## config.mk

```make
export PLATFORM = sky130hd
export DESIGN_NAME = cordic_prenorm_flat
export DESIGN_NICKNAME = d
export VERILOG_FILES = /design/src/rtl/cordic_prenorm_if.sv /design/src/rtl/cordic_prenorm.sv /design/src/flat_wrapper.sv
export SDC_FILE = /design/constraint.sdc
export NUM_CORES = 1
export LEC_CHECK = 0
export CORE_UTILIZATION = 44
export DETAILED_ROUTE_END_ITERATION = 6
export GPL_ROUTABILITY_DRIVEN = 0
export MAX_ROUTING_LAYER = met4
export PLACE_DENSITY = 0.76
export SLEW_MARGIN = 20
export SYNTH_ARGS = -nofsm -noshare
export SYNTH_HDL_FRONTEND = slang
export SYNTH_SLANG_ARGS = --single-unit
```

## constraint.sdc

```tcl
create_clock -name clk -period 3.28 [get_ports clk]
set_clock_uncertainty 0.2 [all_clocks]
set_input_delay 0.656 -clock clk [delete_from_list [all_inputs] [get_ports clk]]
set_output_delay 0.656 -clock clk [all_outputs]
set_load 0.02 [all_outputs]
```

## src/rtl/cordic_prenorm_if.sv

```systemverilog
// Handshake and operand bundle between the request source, cordic_prenorm and
// the first CORDIC iteration stage.
interface cordic_prenorm_if #(
  parameter int unsigned IN_W   = 16,
  parameter int unsigned FRAC_W = 16,
  parameter int unsigned SEL_W  = 4
);
  localparam int unsigned W = IN_W + FRAC_W;

  logic             in_valid;
  logic             in_ready;
  logic [IN_W-1:0]  in_angle;
  logic [IN_W-1:0]  another;
  logic [SEL_W-1:0] select;
  logic             out_valid;
  logic             out_ready;
  logic [W-1:0]     x;
  logic [W-1:0]     y;
  logic [W-1:0]     out_angle;
  logic [1:0]       quad;
  logic [SEL_W-1:0] select_out;

  // Request source / result sink side.
  modport master (
    output in_valid, in_angle, another, select, out_ready,
    input  in_ready, out_valid, x, y, out_angle, quad, select_out
  );

  // Pre-normaliser side.
  modport slave (
    input  in_valid, in_angle, another, select, out_ready,
    output in_ready, out_valid, x, y, out_angle, quad, select_out
  );
endinterface

```

## src/rtl/cordic_prenorm.sv

```systemverilog
// CORDIC front-end: folds an integer-degree angle into 0..89 with a quadrant
// tag (rotation), or mirrors a left-half-plane vector into the right half
// (vectoring), and presents fixed-point operands to the iteration pipeline.
module cordic_prenorm #(
  parameter int unsigned IN_W   = 16,
  parameter int unsigned FRAC_W = 16,
  parameter int unsigned SEL_W  = 4,
  parameter int unsigned QBITS  = IN_W - 6
) (
  input logic             clk,
  input logic             rst,
  cordic_prenorm_if.slave bus
);
  localparam int unsigned W  = IN_W + FRAC_W;
  localparam int unsigned KW = (QBITS > 1) ? $clog2(QBITS) : 1;
  // 90 < 2^7, so 90<<k always fits in IN_W+7 bits.
  localparam int unsigned DW = IN_W + 7;
  localparam logic [KW-1:0]   KTop = KW'(QBITS - 1);
  localparam logic [IN_W-1:0] SMin = {1'b1, {(IN_W-1){1'b0}}};
  localparam logic [IN_W-1:0] SMax = {1'b0, {(IN_W-1){1'b1}}};

  typedef enum logic [1:0] {StIdle, StFold, StOut} state_e;

  state_e           state_q, state_d;
  logic [KW-1:0]    k_q, k_d;
  logic [IN_W-1:0]  rem_q, rem_d;
  logic             q1_q, q1_d;
  logic [W-1:0]     x_q, x_d;
  logic [W-1:0]     y_q, y_d;
  logic [W-1:0]     ang_q, ang_d;
  logic [1:0]       quad_q, quad_d;
  logic [SEL_W-1:0] sel_q, sel_d;

  logic            in_ready;
  logic            accept;
  logic [DW-1:0]   trial;
  logic            fits;
  logic [IN_W-1:0] rem_step;

  // Two's-complement negate; the most negative value clips to max positive.
  function automatic logic [IN_W-1:0] sat_neg(input logic [IN_W-1:0] v);
    return (v == SMin) ? SMax : (~v + IN_W'(1));
  endfunction

  assign in_ready = (state_q == StIdle) && !rst;
  assign accept   = bus.in_valid && in_ready;

  // One restoring-division step against 90<<k.
  assign trial    = DW'(90) << k_q;
  assign fits     = {7'b0, rem_q} >= trial;
  assign rem_step = fits ? (rem_q - trial[IN_W-1:0]) : rem_q;

  // Next-state and operand capture/fold logic.
  always_comb begin
    state_d = state_q;
    k_d     = k_q;
    rem_d   = rem_q;
    q1_d    = q1_q;
    x_d     = x_q;
    y_d     = y_q;
    ang_d   = ang_q;
    quad_d  = quad_q;
    sel_d   = sel_q;
    unique case (state_q)
      StIdle: begin
        if (accept) begin
          sel_d = bus.select;
          if (bus.select[3]) begin
            ang_d   = '0;
            state_d = StOut;
            if (bus.in_angle[IN_W-1]) begin
              x_d    = {sat_neg(bus.in_angle), {FRAC_W{1'b0}}};
              y_d    = {sat_neg(bus.another), {FRAC_W{1'b0}}};
              quad_d = 2'd2;
            end else begin
              x_d    = {bus.in_angle, {FRAC_W{1'b0}}};
              y_d    = {bus.another, {FRAC_W{1'b0}}};
              quad_d = 2'd0;
            end
          end else begin
            rem_d   = bus.in_angle;
            k_d     = KTop;
            q1_d    = 1'b0;
            state_d = StFold;
          end
        end
      end
      StFold: begin
        rem_d = rem_step;
        k_d   = k_q - KW'(1);
        if (k_q == KW'(1)) begin
          q1_d = fits;
        end
        if (k_q == '0) begin
          x_d     = W'(1) << FRAC_W;
          y_d     = '0;
          ang_d   = {rem_step, {FRAC_W{1'b0}}};
          quad_d  = {q1_q, fits};
          state_d = StOut;
        end
      end
      StOut: begin
        if (bus.out_ready) begin
          state_d = StIdle;
        end
      end
      default: state_d = StIdle;
    endcase
  end

  // State and output registers; reset aborts any operation in flight.
  always_ff @(posedge clk) begin
    if (rst) begin
      state_q <= StIdle;
      k_q     <= '0;
      rem_q   <= '0;
      q1_q    <= 1'b0;
      x_q     <= '0;
      y_q     <= '0;
      ang_q   <= '0;
      quad_q  <= '0;
      sel_q   <= '0;
    end else begin
      state_q <= state_d;
      k_q     <= k_d;
      rem_q   <= rem_d;
      q1_q    <= q1_d;
      x_q     <= x_d;
      y_q     <= y_d;
      ang_q   <= ang_d;
      quad_q  <= quad_d;
      sel_q   <= sel_d;
    end
  end

  assign bus.in_ready   = in_ready;
  assign bus.out_valid  = (state_q == StOut);
  assign bus.x          = x_q;
  assign bus.y          = y_q;
  assign bus.out_angle  = ang_q;
  assign bus.quad       = quad_q;
  assign bus.select_out = sel_q;
endmodule

```

## src/flat_wrapper.sv

```systemverilog
// flat-port wrapper written by rule: the top's interface ports become plain ports
module cordic_prenorm_flat 
#(
  parameter int unsigned IN_W   = 16,
  parameter int unsigned FRAC_W = 16,
  parameter int unsigned SEL_W  = 4,
  parameter int unsigned QBITS  = IN_W - 6
)
  (clk, rst, bus_in_valid, bus_in_angle, bus_another, bus_select, bus_out_ready, bus_in_ready, bus_out_valid, bus_x, bus_y, bus_out_angle, bus_quad, bus_select_out);
  cordic_prenorm_if #(.IN_W(IN_W), .FRAC_W(FRAC_W), .SEL_W(SEL_W)) bus_i ();
  input logic clk;
  input logic rst;
  input wire logic [$bits(bus_i.in_valid)-1:0] bus_in_valid;
  input wire logic [$bits(bus_i.in_angle)-1:0] bus_in_angle;
  input wire logic [$bits(bus_i.another)-1:0] bus_another;
  input wire logic [$bits(bus_i.select)-1:0] bus_select;
  input wire logic [$bits(bus_i.out_ready)-1:0] bus_out_ready;
  output wire logic [$bits(bus_i.in_ready)-1:0] bus_in_ready;
  output wire logic [$bits(bus_i.out_valid)-1:0] bus_out_valid;
  output wire logic [$bits(bus_i.x)-1:0] bus_x;
  output wire logic [$bits(bus_i.y)-1:0] bus_y;
  output wire logic [$bits(bus_i.out_angle)-1:0] bus_out_angle;
  output wire logic [$bits(bus_i.quad)-1:0] bus_quad;
  output wire logic [$bits(bus_i.select_out)-1:0] bus_select_out;
  assign bus_i.in_valid = bus_in_valid;
  assign bus_i.in_angle = bus_in_angle;
  assign bus_i.another = bus_another;
  assign bus_i.select = bus_select;
  assign bus_i.out_ready = bus_out_ready;
  assign bus_in_ready = bus_i.in_ready;
  assign bus_out_valid = bus_i.out_valid;
  assign bus_x = bus_i.x;
  assign bus_y = bus_i.y;
  assign bus_out_angle = bus_i.out_angle;
  assign bus_quad = bus_i.quad;
  assign bus_select_out = bus_i.select_out;
  cordic_prenorm #(.IN_W(IN_W), .FRAC_W(FRAC_W), .SEL_W(SEL_W), .QBITS(QBITS)) u_core (.clk(clk), .rst(rst), .bus(bus_i));
endmodule
```

Yosys cells after proc, flatten, opt, wreduce, memory -nomap -nowiden
Index checks and enable logic that the tools add are counted.
- add/sub/neg operators: 4
- order comparisons: 1
- equal/unequal tests: 11
- shifts and indexed selects: 1
- muxes and demuxes: 37
- bitwise gates (word level): 2
- reduce and logical (&&, ||, !) cells: 11
- operators by type and width (operator ; count):
    $mux 32 ; 11
    $pmux 32 s2 ; 3
    $mux 16 ; 5
    $add 16x1->16 const B ; 2
    $eq 16x16->1 const B ; 2
    $not 16->16 ; 2
    $pmux 16 s2 ; 1
    $ge 16x23->1 ; 1
    $shl 7x4->23 const A ; 1
    $mux 2 ; 8
    $sub 16x16->16 ; 1
    $mux 4 ; 2
    $pmux 4 s2 ; 1
    $reduce_and 4->1 ; 2
    $ne 2x1->1 const B ; 3
    $ne 2x2->1 const B ; 3
    $pmux 2 s3 ; 1
    $reduce_and 3->1 ; 2
    $eq 4x1->1 const B ; 1
    $logic_not 4->1 ; 1
    $pmux 2 s2 ; 1
    $sub 4x1->4 const B ; 1
    $mux 1 ; 3
    $eq 2x1->1 const B ; 1
    other kinds (7) ; 8
- register bits: 125
- output and inout port bits: 104
- logic and storage cells: 76

Logic depth before layout (Yosys ltp)
Gate-level depths: netlist (run 1).
- word-level depth: 7
- mapped depth: 15

Worst setup path before layout (run 1)
OpenSTA, ideal clock, no wires.
- path kind: register to register
- from: register u_core.k_q[0]
- to: register u_core.rem_q[5]
- setup time: 0.134 ns
- arrival time: 3.179 ns
- data required time: 2.946 ns
- slack: -0.232 ns
- cell stages (with the launch flop): 15
- period minus slack after synthesis: 3.512 ns
- path through: dfxtp_1 > inv_1 > ha_1 > mux2_2 > nand2_1 > ha_1 > o21ai_0 > a211oi_1 > o21ai_0 > a31oi_1 > a21o_1 > buf_2 > buf_2 > mux2i_1 > o22ai_1
- cells in the longest elaborated chain, start to end: 4
- elaborated cells on any way between the ends: 5
- those cells by class: 1 x add/sub; 1 x order compare; 1 x shift; 2 x mux
- RTL lines (what ; line ; source):
    start: declaration ; cordic_prenorm.sv:25 ; logic [KW-1:0] k_q, k_d;
    start signal: assignment ; cordic_prenorm.sv:125 ; k_q <= k_d;
    $shl 7x4->23 * ; cordic_prenorm.sv:49 ; assign trial = DW'(90) << k_q;
    $ge 16x23->1 or $sub 16x16->16 (tied branches) ; cordic_prenorm.sv:50, cordic_prenorm.sv:51 ;
    $mux 16 * ; cordic_prenorm.sv:51 ; assign rem_step = fits ? (rem_q - trial[IN_W-1:0]) : rem_q;
    $pmux 16 s2 * ; cordic_prenorm.sv:64 ; unique case (state_q)
    end signal: assignment ; cordic_prenorm.sv:126 ; rem_q <= rem_d;
    end: declaration ; cordic_prenorm.sv:26 ; logic [IN_W-1:0] rem_q, rem_d;
Mark *: on every way between the ends. The rest lies on a longest branch, timed or not.
A chain may end at the register's enable or synchronous reset.

Worst setup path after layout (run 1)
- from: register u_core.k_q[1]
- to: register u_core.q1_q
- cells in the longest elaborated chain, start to end: 4
- elaborated cells on any way between the ends: 7
- those cells by class: 1 x order compare; 2 x eq/ne; 1 x shift; 2 x mux; 1 x reduce/logical
- RTL lines (what ; line ; source):
    $shl 7x4->23 ; cordic_prenorm.sv:49 ;
    $ge 16x23->1 ; cordic_prenorm.sv:50 ; assign fits = {7'b0, rem_q} >= trial;
    $mux 1 ; cordic_prenorm.sv:91 ; if (k_q == KW'(1)) begin
    $pmux 1 s2 ; cordic_prenorm.sv:64 ;
    end signal: assignment ; cordic_prenorm.sv:127 ; q1_q <= q1_d;
    end: declaration ; cordic_prenorm.sv:27 ; logic q1_q, q1_d;
Several ways; a longest one is shown, not always the timed one. The select of a mux whose other input is x is not followed.

==> flow_summary.ini, run 1 <==
[die]
die-height_microns = 110
core.rowCount = 38
dieArea_sq_mm = 0.0120
fp.dieW_microns = 110
core-area_sq_mm = 0.0111
initial_core_util_pct = 46.1
ios = 144

[finish]
antenna_cells = 0
drive_above_1_share_pct = 17.2
seqCellArea_sq_mm = 0.00155
area_delta_synth_final_pct = 37.2
final_common_cell = clkdlybuf4s50_1
final_cell_mix = clkdlybuf4s50_1, buf_4, a21oi_1, nand2_1, dfxtp_1
layout.nets = 869
finish.utilization_pct = 63.2
multi_input_area_sq_mm = 0.00333
n_fill_cell = 904
stdcell_count = 947

[clock_tree]
tritoncts = yes
cts-buffers-inserted = 9
worstSkewPairLatency_ns = 0.34
htree_levels = 3
clock_tree.buffer_depth = 2
clkSinkCount = 77
clk_pin_slew_ns = 0.07
ctsHoldBuffers = 0
cts-root-buf = clkbuf_16

[synth]
synth_cell_types = 58
async_reset_ff_share_pct = 0
syn_area_sq_mm = 0.00510
synth-main-ff-cell = dfxtp_1
synth_edf_count = 0
ys_warn_count = 0
synth_top_area_share_pct = 30.2
synth_seq_cells = 77
yosys-top-cells-area = dfxtp_1, a21oi_1, buf_4, ha_1, nand2_1
yosysTopAreaCell = dfxtp_1
synth-seq-area-share_pct = 30.2
synth.avg_cell_area_sq_um = 7.78
syn_inst = 656

[timing]
fin_setup_tns_ns = 0
worstMarginPinSlew_ns = 0.866
finalHoldViolCount = 0
relSlewSlack_pct = 42.0
period_needed_ns = 3.24
min_period_over_period_pct = 98.9
setup_ws_ns = 0.0352
final_max_slew_viol_count = 0
setup_viol = 0
fmax_mhz = 308

[pwr]
total_power_mw = 3.20
total_leakage_power_nw = 2.95
ir_drop_mv = 0.264
power.density_mw_per_mm2 = 457

[detailed_routing]
drc_errors = 0
met2_length_mm = 7.74
vias = 5336
first_iter_violations = 430
detail-route-antenna-nets = 0
met3WireLength_mm = 1.13
avgRoutedWirePerCell_microns = 16.7
drt-met1-wl_mm = 6.49
top_layer = met4
firstDrtPassIters = 5
vias_per_cell = 5.63
wl_mm = 15.8

[worst_setup_path]
rrSetupSlack_ns = 0.04
setup.worst_path.class = reg -> reg
crit_path_end_kind = flop
cp_max_fo = 5
critical_path.startpoint_type = flop
worstPathRequired_ns = 3.36
arrival_ns = 3.32

[grt]
grt_pass1_wl_mm = 24.5
overflow = 0
first_global_vias = 4919
grt_max_degree = 30
antenna_found_initial = 0
track_usage_pct = 27.1

[placement]
place_ws_ns = -0.202
dp.cells = 923
port_buffers = 95
hpwlAfterDp_mm = 11.3

[worst_hold_path]
worstHoldPathType = reg -> reg

[flow_run]
max_cap_viol_count = 0

[status]
outcome = completed
[timing repair]
action / in CTS / in global routing
resized for setup: 11 / 31
buffers inserted: 4 / 4
setup endpoints to repair: 26 / 31
pin swaps: 3 / 12
[cell usage after synthesis, types with 2 or more instances]
| cell type | instances |
|---|---|
| a211oi_1 | 4 |
| nand2_1 | 75 |
| xnor2_1 | 14 |
| or2_2 | 3 |
| o41ai_2 | 2 |
| a22oi_1 | 3 |
| o31ai_1 | 9 |
| ha_1 | 27 |
| nor3_1 | 11 |
| mux2_2 | 2 |
| nor2b_1 | 10 |
| buf_2 | 3 |
| buf_4 | 48 |
| or3_1 | 9 |
| buf_1 | 3 |
| clkbuf_1 | 30 |
| o21bai_1 | 2 |
| nand3_1 | 13 |
| o211ai_1 | 3 |
| inv_1 | 22 |
| xor2_1 | 21 |
| o21a_1 | 5 |
| or3_4 | 2 |
| o22ai_1 | 11 |
| nor4_1 | 5 |
| dfxtp_1 | 77 |
| and2_1 | 2 |
| nand2b_1 | 6 |
| a21oi_1 | 76 |
| a311oi_1 | 2 |
| o21ai_0 | 44 |
| a21o_1 | 19 |
| o41ai_1 | 2 |
| or4_1 | 2 |
| a31o_2 | 2 |
| and3_1 | 10 |
| mux2i_1 | 16 |
| a31oi_1 | 9 |
| nor2_1 | 33 |
[flip-flops by register name, summed over array words and instances (netlist names)]
| signal | flops |
|---|---|
| u_core.rem_q | 16 |
| u_core.q1_q | 1 |
| u_core.state_q | 2 |
| u_core.bus.out_angle | 16 |
| u_core.bus.select_out | 4 |
| u_core.bus.quad | 2 |
| u_core.bus.x | 16 |
| u_core.k_q | 4 |
| u_core.bus.y | 16 |
[cell type report]
type	instances	area share, %
Clock inverter	7	1.50
Timing Repair Buffer	173	21.9
Inverter	22	1.22
Clock buffer	9	3.22
Tap cell	140	2.50
Sequential cell	77	22.1
Multi-Input combinational cell	519	47.6
[through the flow]
stage	cell area, sq um	hold slack, ns
after floorplan	5300	0.245
after global placement	6430	0.239
after detailed placement	6430	0.240
after CTS	6840	0.253
after global routing	7000	0.263
final	7000	0.252
[worst max-delay path, cell delays in order (launching register included)]
cell,delay (ns)
dfxtp_2,0.32
buf_4,0.15
ha_1,0.20
inv_2,0.08
buf_4,0.10
nand2_1,0.06
ha_1,0.32
buf_4,0.13
o211ai_1,0.08
o21bai_1,0.34
o21ai_4,0.13
a31oi_4,0.17
buf_4,0.14
buf_4,0.12
a21oi_1,0.10
or4_1,0.42
a21oi_1,0.12
[report_power, final]
group | internal, mW | leakage, nW | switching [mW]
Sequential | 0.980 | 0.628 | 0.0373
Clock | 0.680 | 0.159 | 0.443
Combinational | 0.488 | 2.16 | 0.573
Total | 2.15 | 2.95 | 1.05
[layer usage]
metal / vias to the layer above / track usage (%)
met5: - / -
met4: 0 / 11.9
met3: 44 / 2.31
met2: 257 / 44.4
met1: 2516 / 34.2
li1: 2519 / -
[kinds of logic after synthesis]
group / after synthesis / share of synthesized area [%]
AO/OA/AOI/OAI: 203 / 24.1
AND/OR/NAND/NOR: 188 / 17.8
buffers and inverters: 107 / 11.6
flip-flops: 77 / 30.2
XOR/XNOR: 35 / 6.01
adder cells (fa/ha/maj): 27 / 6.62
multiplexers: 18 / 3.58
other: 1 / 0.0735
[worst paths after layout]
kind                                         end  cells past startpoint             start
worst max-delay path                 u_core.q1_q                     16     u_core.k_q[1]
worst min-delay path            u_core.bus.y[19]                      1  u_core.bus.y[19]
worst max register to register       u_core.q1_q                     16     u_core.k_q[1]
worst min register to register  u_core.bus.y[19]                      1  u_core.bus.y[19]
(Power assumes the default switching activity.)
==> inputs of run 2 (changes only) <==
- CORE_UTILIZATION: 44 -> 45
- CTS_BUF_LIST: default -> sky130_fd_sc_hd__clkbuf_2
- CTS_CLUSTER_SIZE: default -> 12
- PLACE_DENSITY: 0.76 -> 0.78
==> flow_summary.ini, run 2 (synthesized netlist as in run 1, its figures left out) <==
[placement]
place_ws_ns = -0.164
port_buffers = 95
hpwlAfterDp_mm = 11.2
place_area_sq_mm = 0.00634

[timing]
fmax_mhz = 312
setup_viol = 0
setup_ws_ns = 0.0789
period_needed_ns = 3.20
final_max_slew_viol_count = 0
min_period_over_period_pct = 97.6
worstMarginPinSlew_ns = 0.910
finalHoldViolCount = 0
fin_setup_tns_ns = 0
relSlewSlack_pct = 39.3

[detailed_routing]
vias = 5163
first_iter_violations = 624
wl_mm = 15.1
vias_per_cell = 5.56
avgRoutedWirePerCell_microns = 16.2
drc_errors = 0
firstDrtPassIters = 5
detail-route-antenna-nets = 0

[die]
core-area_sq_mm = 0.0109
core.rowCount = 38
dieArea_sq_mm = 0.0118
fp.dieW_microns = 109
initial_core_util_pct = 46.7
die-height_microns = 109
ios = 144

[pwr]
total_leakage_power_nw = 2.77
ir_drop_mv = 0.157
power.density_mw_per_mm2 = 394
total_power_mw = 2.60

[grt]
overflow = 0
antenna_found_initial = 0
grt_pass1_wl_mm = 23.8
track_usage_pct = 26.6
grt_max_degree = 26
first_global_vias = 4805

[worst_setup_path]
r2r_cells = 13
crit_family = compound AO/OA/AOI/OAI gates
cp_slowest_stage_delay_ns = 0.42
slowest_stage = dfxtp_2
crit_buf_inv = 3
arrival_ns = 3.47
cp_max_fo = 7
worstPathRequired_ns = 3.55
path_cells = inv_2, ha_4, mux2_2, a22oi_1, ha_2, nand4_1, inv_1, o21ai_2, a31oi_4, a21o_4, buf_4, mux2i_2, a21oi_1
crit_path_end_kind = flop
cp.depth = 13
critical_path.startpoint_type = flop
setup.worst_path.class = reg -> reg

[status]
outcome = completed

[finish]
final_cell_mix = clkdlybuf4s50_1, a21oi_1, nand2_1, dfxtp_1, buf_4
stdcell_area_sq_mm = 0.00661
multi_input_area_sq_mm = 0.00329
antenna_cells = 0
drive_above_1_share_pct = 14.3
layout.nets = 850
area_delta_synth_final_pct = 29.5
seqCellArea_sq_mm = 0.00154
final_common_cell = clkdlybuf4s50_1
n_fill_cell = 934

[clock_tree]
htree_levels = 3
cts-buffers-inserted = 9
clkSinkCount = 77
tritoncts = yes
clock_tree.buffer_depth = 2
ctsHoldBuffers = 0
cts-root-buf = clkbuf_2
worstSkewPairLatency_ns = 0.58
clk_pin_slew_ns = 0.24

[worst_hold_path]
worstHoldPathType = in -> reg
whs_path_depth = 2

[flow_run]
max_cap_viol_count = 0
run 2: through the flow:
step	cells	hold WS, ns	util [%]
after floorplan	703	0.245	-
after global placement	911	0.239	58.0
after detailed placement	911	0.241	58.0
after CTS	928	0.204	59.8
after global routing	928	0.202	60.4
final	928	0.226	60.4
run 2: worst paths after layout:
kind	start	end	slack [ns]
max reg2reg	u_core.k_q[0]	u_core.rem_q[10]	0.08
min reg2reg	u_core.bus.quad[0]	u_core.bus.quad[0]	0.27
max	u_core.k_q[0]	u_core.rem_q[10]	0.08
min	rst	u_core.state_q[0]	0.23
run 2: where the power goes:
| group | internal, mW | switching (mW) | leakage, nW |
|---|---|---|---|
| clock | 0.178 | 0.380 | 0.0687 |
| sequential | 0.982 | 0.0362 | 0.627 |
| combinational | 0.462 | 0.566 | 2.08 |
| total | 1.62 | 0.982 | 2.77 |
run 2: cell type report:
type | instances | area share, %
multi-input combinational | 519 | 49.8
sequential | 77 | 23.4
timing repair buffer | 154 | 21.1
tap | 140 | 2.65
inverter | 22 | 1.25
clock inverter | 7 | 1.10
clock buffer | 9 | 0.681
run 2: repair_timing:
action,in CTS,in global routing
gates resized for setup,16,18
buffers inserted,1,0
setup endpoints to repair,27,31
pin swaps,3,3
run 2: routing by layer:
metal	GRT usage, %	vias to the layer above	wire length (microns)
li1	-	2478	-
met1	32.9	2393	6380
met2	43.9	242	7190
met3	3.56	50	1060
met4	10.0	0	424
met5	-	-	0
==> inputs of run 3 (changes only) <==
- SETUP_SLACK_MARGIN: default -> 0.5
==> flow_summary.ini, run 3 (synthesized netlist as in run 1, its figures left out) <==
[status]
outcome = finished with violations
violations = setup timing

[pwr]
power.density_mw_per_mm2 = 387
ir_drop_mv = 0.366
total_leakage_power_nw = 2.95
total_power_mw = 2.78

[grt]
track_usage_pct = 27.8
first_global_vias = 5049
grt_max_degree = 33
grt_pass1_wl_mm = 24.7
overflow = 0
antenna_found_initial = 0

[detailed_routing]
vias = 5375
avgRoutedWirePerCell_microns = 17.6
firstDrtPassIters = 5
wl_mm = 16.6
drc_errors = 0
first_iter_violations = 456
vias_per_cell = 5.70
detail-route-antenna-nets = 0

[worst_setup_path]
crit_path_end_kind = flop
arrival_ns = 3.55
r2r_cells = 15
startpoint = u_core.k_q[0]
worstPathRequired_ns = 3.50
setup.worst_path.class = reg -> reg
cp_max_fo = 8
r2r_start = u_core.k_q[0]
critical_path.startpoint_type = flop

[clock_tree]
clkSinkCount = 77
cts-buffers-inserted = 9
clk_pin_slew_ns = 0.23
tritoncts = yes
ctsHoldBuffers = 0
htree_levels = 3
cts-root-buf = clkbuf_2
worstSkewPairLatency_ns = 0.54
clock_tree.buffer_depth = 2

[finish]
antenna_cells = 0
drive_above_1_share_pct = 23.8
area_delta_synth_final_pct = 40.4
layout.nets = 865
final_cell_mix = clkdlybuf4s50_1, nand2_1, dfxtp_1, buf_4, a21oi_1
final_common_cell = clkdlybuf4s50_1

[timing]
worstMarginPinSlew_ns = 0.957
setup_ws_ns = -0.0554
period_needed_ns = 3.34
final_max_slew_viol_count = 0
setup_viol = 3
relSlewSlack_pct = 36.0
finalHoldViolCount = 0
fmax_mhz = 300
fin_setup_tns_ns = -0.138
min_period_over_period_pct = 102
rsz0062_at_grt = yes

[die]
dieArea_sq_mm = 0.0118
fp.dieW_microns = 109
initial_core_util_pct = 46.7
die-height_microns = 109
core-area_sq_mm = 0.0109
ios = 144
core.rowCount = 38

[placement]
port_buffers = 95
hpwlAfterDp_mm = 11.6

[flow_run]
max_cap_viol_count = 0

[worst_hold_path]
whs_path_depth = 2
worstHoldPathType = in -> reg
min-delay-start = rst
-- run 3: changes by cell type in the layout (fill, tap and decap cells not counted), sizes merged --
cell and delta:
dlymetal6s2s +2, buf +15, inv -2, clkinvlp -1, clkinv +1, dlygate4sd2 +2
clkbuf +2, clkdlybuf4s50 -4
-- run 3: worst max-delay path: stages (launching register included) --
cell      delay [ns]
dfxtp_4         0.45
inv_6           0.05
ha_4            0.24
mux2i_1         0.16
nor2_1          0.08
a21oi_2         0.27
ha_4            0.22
nand2_4         0.06
a211oi_4        0.27
o21ai_2         0.13
a31oi_4         0.25
a21o_4          0.18
buf_12          0.15
mux2i_1         0.27
buf_4           0.19
o21ai_2         0.05
-- run 3: worst paths after layout --
kind	to	slack (ns)
min	u_core.k_q[3]	0.17
max reg2reg	u_core.bus.out_angle[26]	-0.06
max	u_core.bus.out_angle[26]	-0.06
min reg2reg	u_core.bus.out_angle[23]	0.26
-- run 3: routing by layer --
| metal | vias to the layer above | share of wire [%] | track usage (%) |
|---|---|---|---|
| met1 | 2526 | 40 | 33.4 |
| met5 | - | 0 | - |
| met3 | 54 | 6.7 | 4.46 |
| met2 | 280 | 49 | 45.3 |
| li1 | 2515 | - | - |
| met4 | 0 | 4.2 | 13.1 |
-- run 3: timing repair --
action,in CTS,in global routing
hold endpoints to repair,0,0
endpoints found under the setup margin,43,49
pin swaps,17,19
resized for setup,35,67
setup buffers,12,11
-- run 3: power by group --
group          internal [mW]  leakage (nW)  switching [mW]
Combinational          0.573          2.25           0.672
Clock                  0.177        0.0694           0.329
Sequential             0.981         0.629          0.0454
-- run 3: final cells by class --
type                    instances  area [sq um]
clock buffers                  11          55.1
clock inverters                 5          51.3
fillers                       847          3770
inverters                      22          87.6
multi-input cells             519          3710
flip-flops and latches         77          1560
well taps                     140           175
repair buffers                169          1540
-- run 3: per-stage QoR --
stage                     area [sq um]  utilization (%)  setup WS [ns]  hold slack, ns  cells
after floorplan                   5440                -          0.395           0.245    703
after global placement            6430             58.8        -0.0939           0.240    904
after detailed placement          6430             58.8         -0.137           0.243    904
after CTS                         6800             62.2         0.0831           0.147    932
after global routing              7170             65.6        -0.0498           0.147    943
final                             7170             65.6        -0.0554           0.173    943
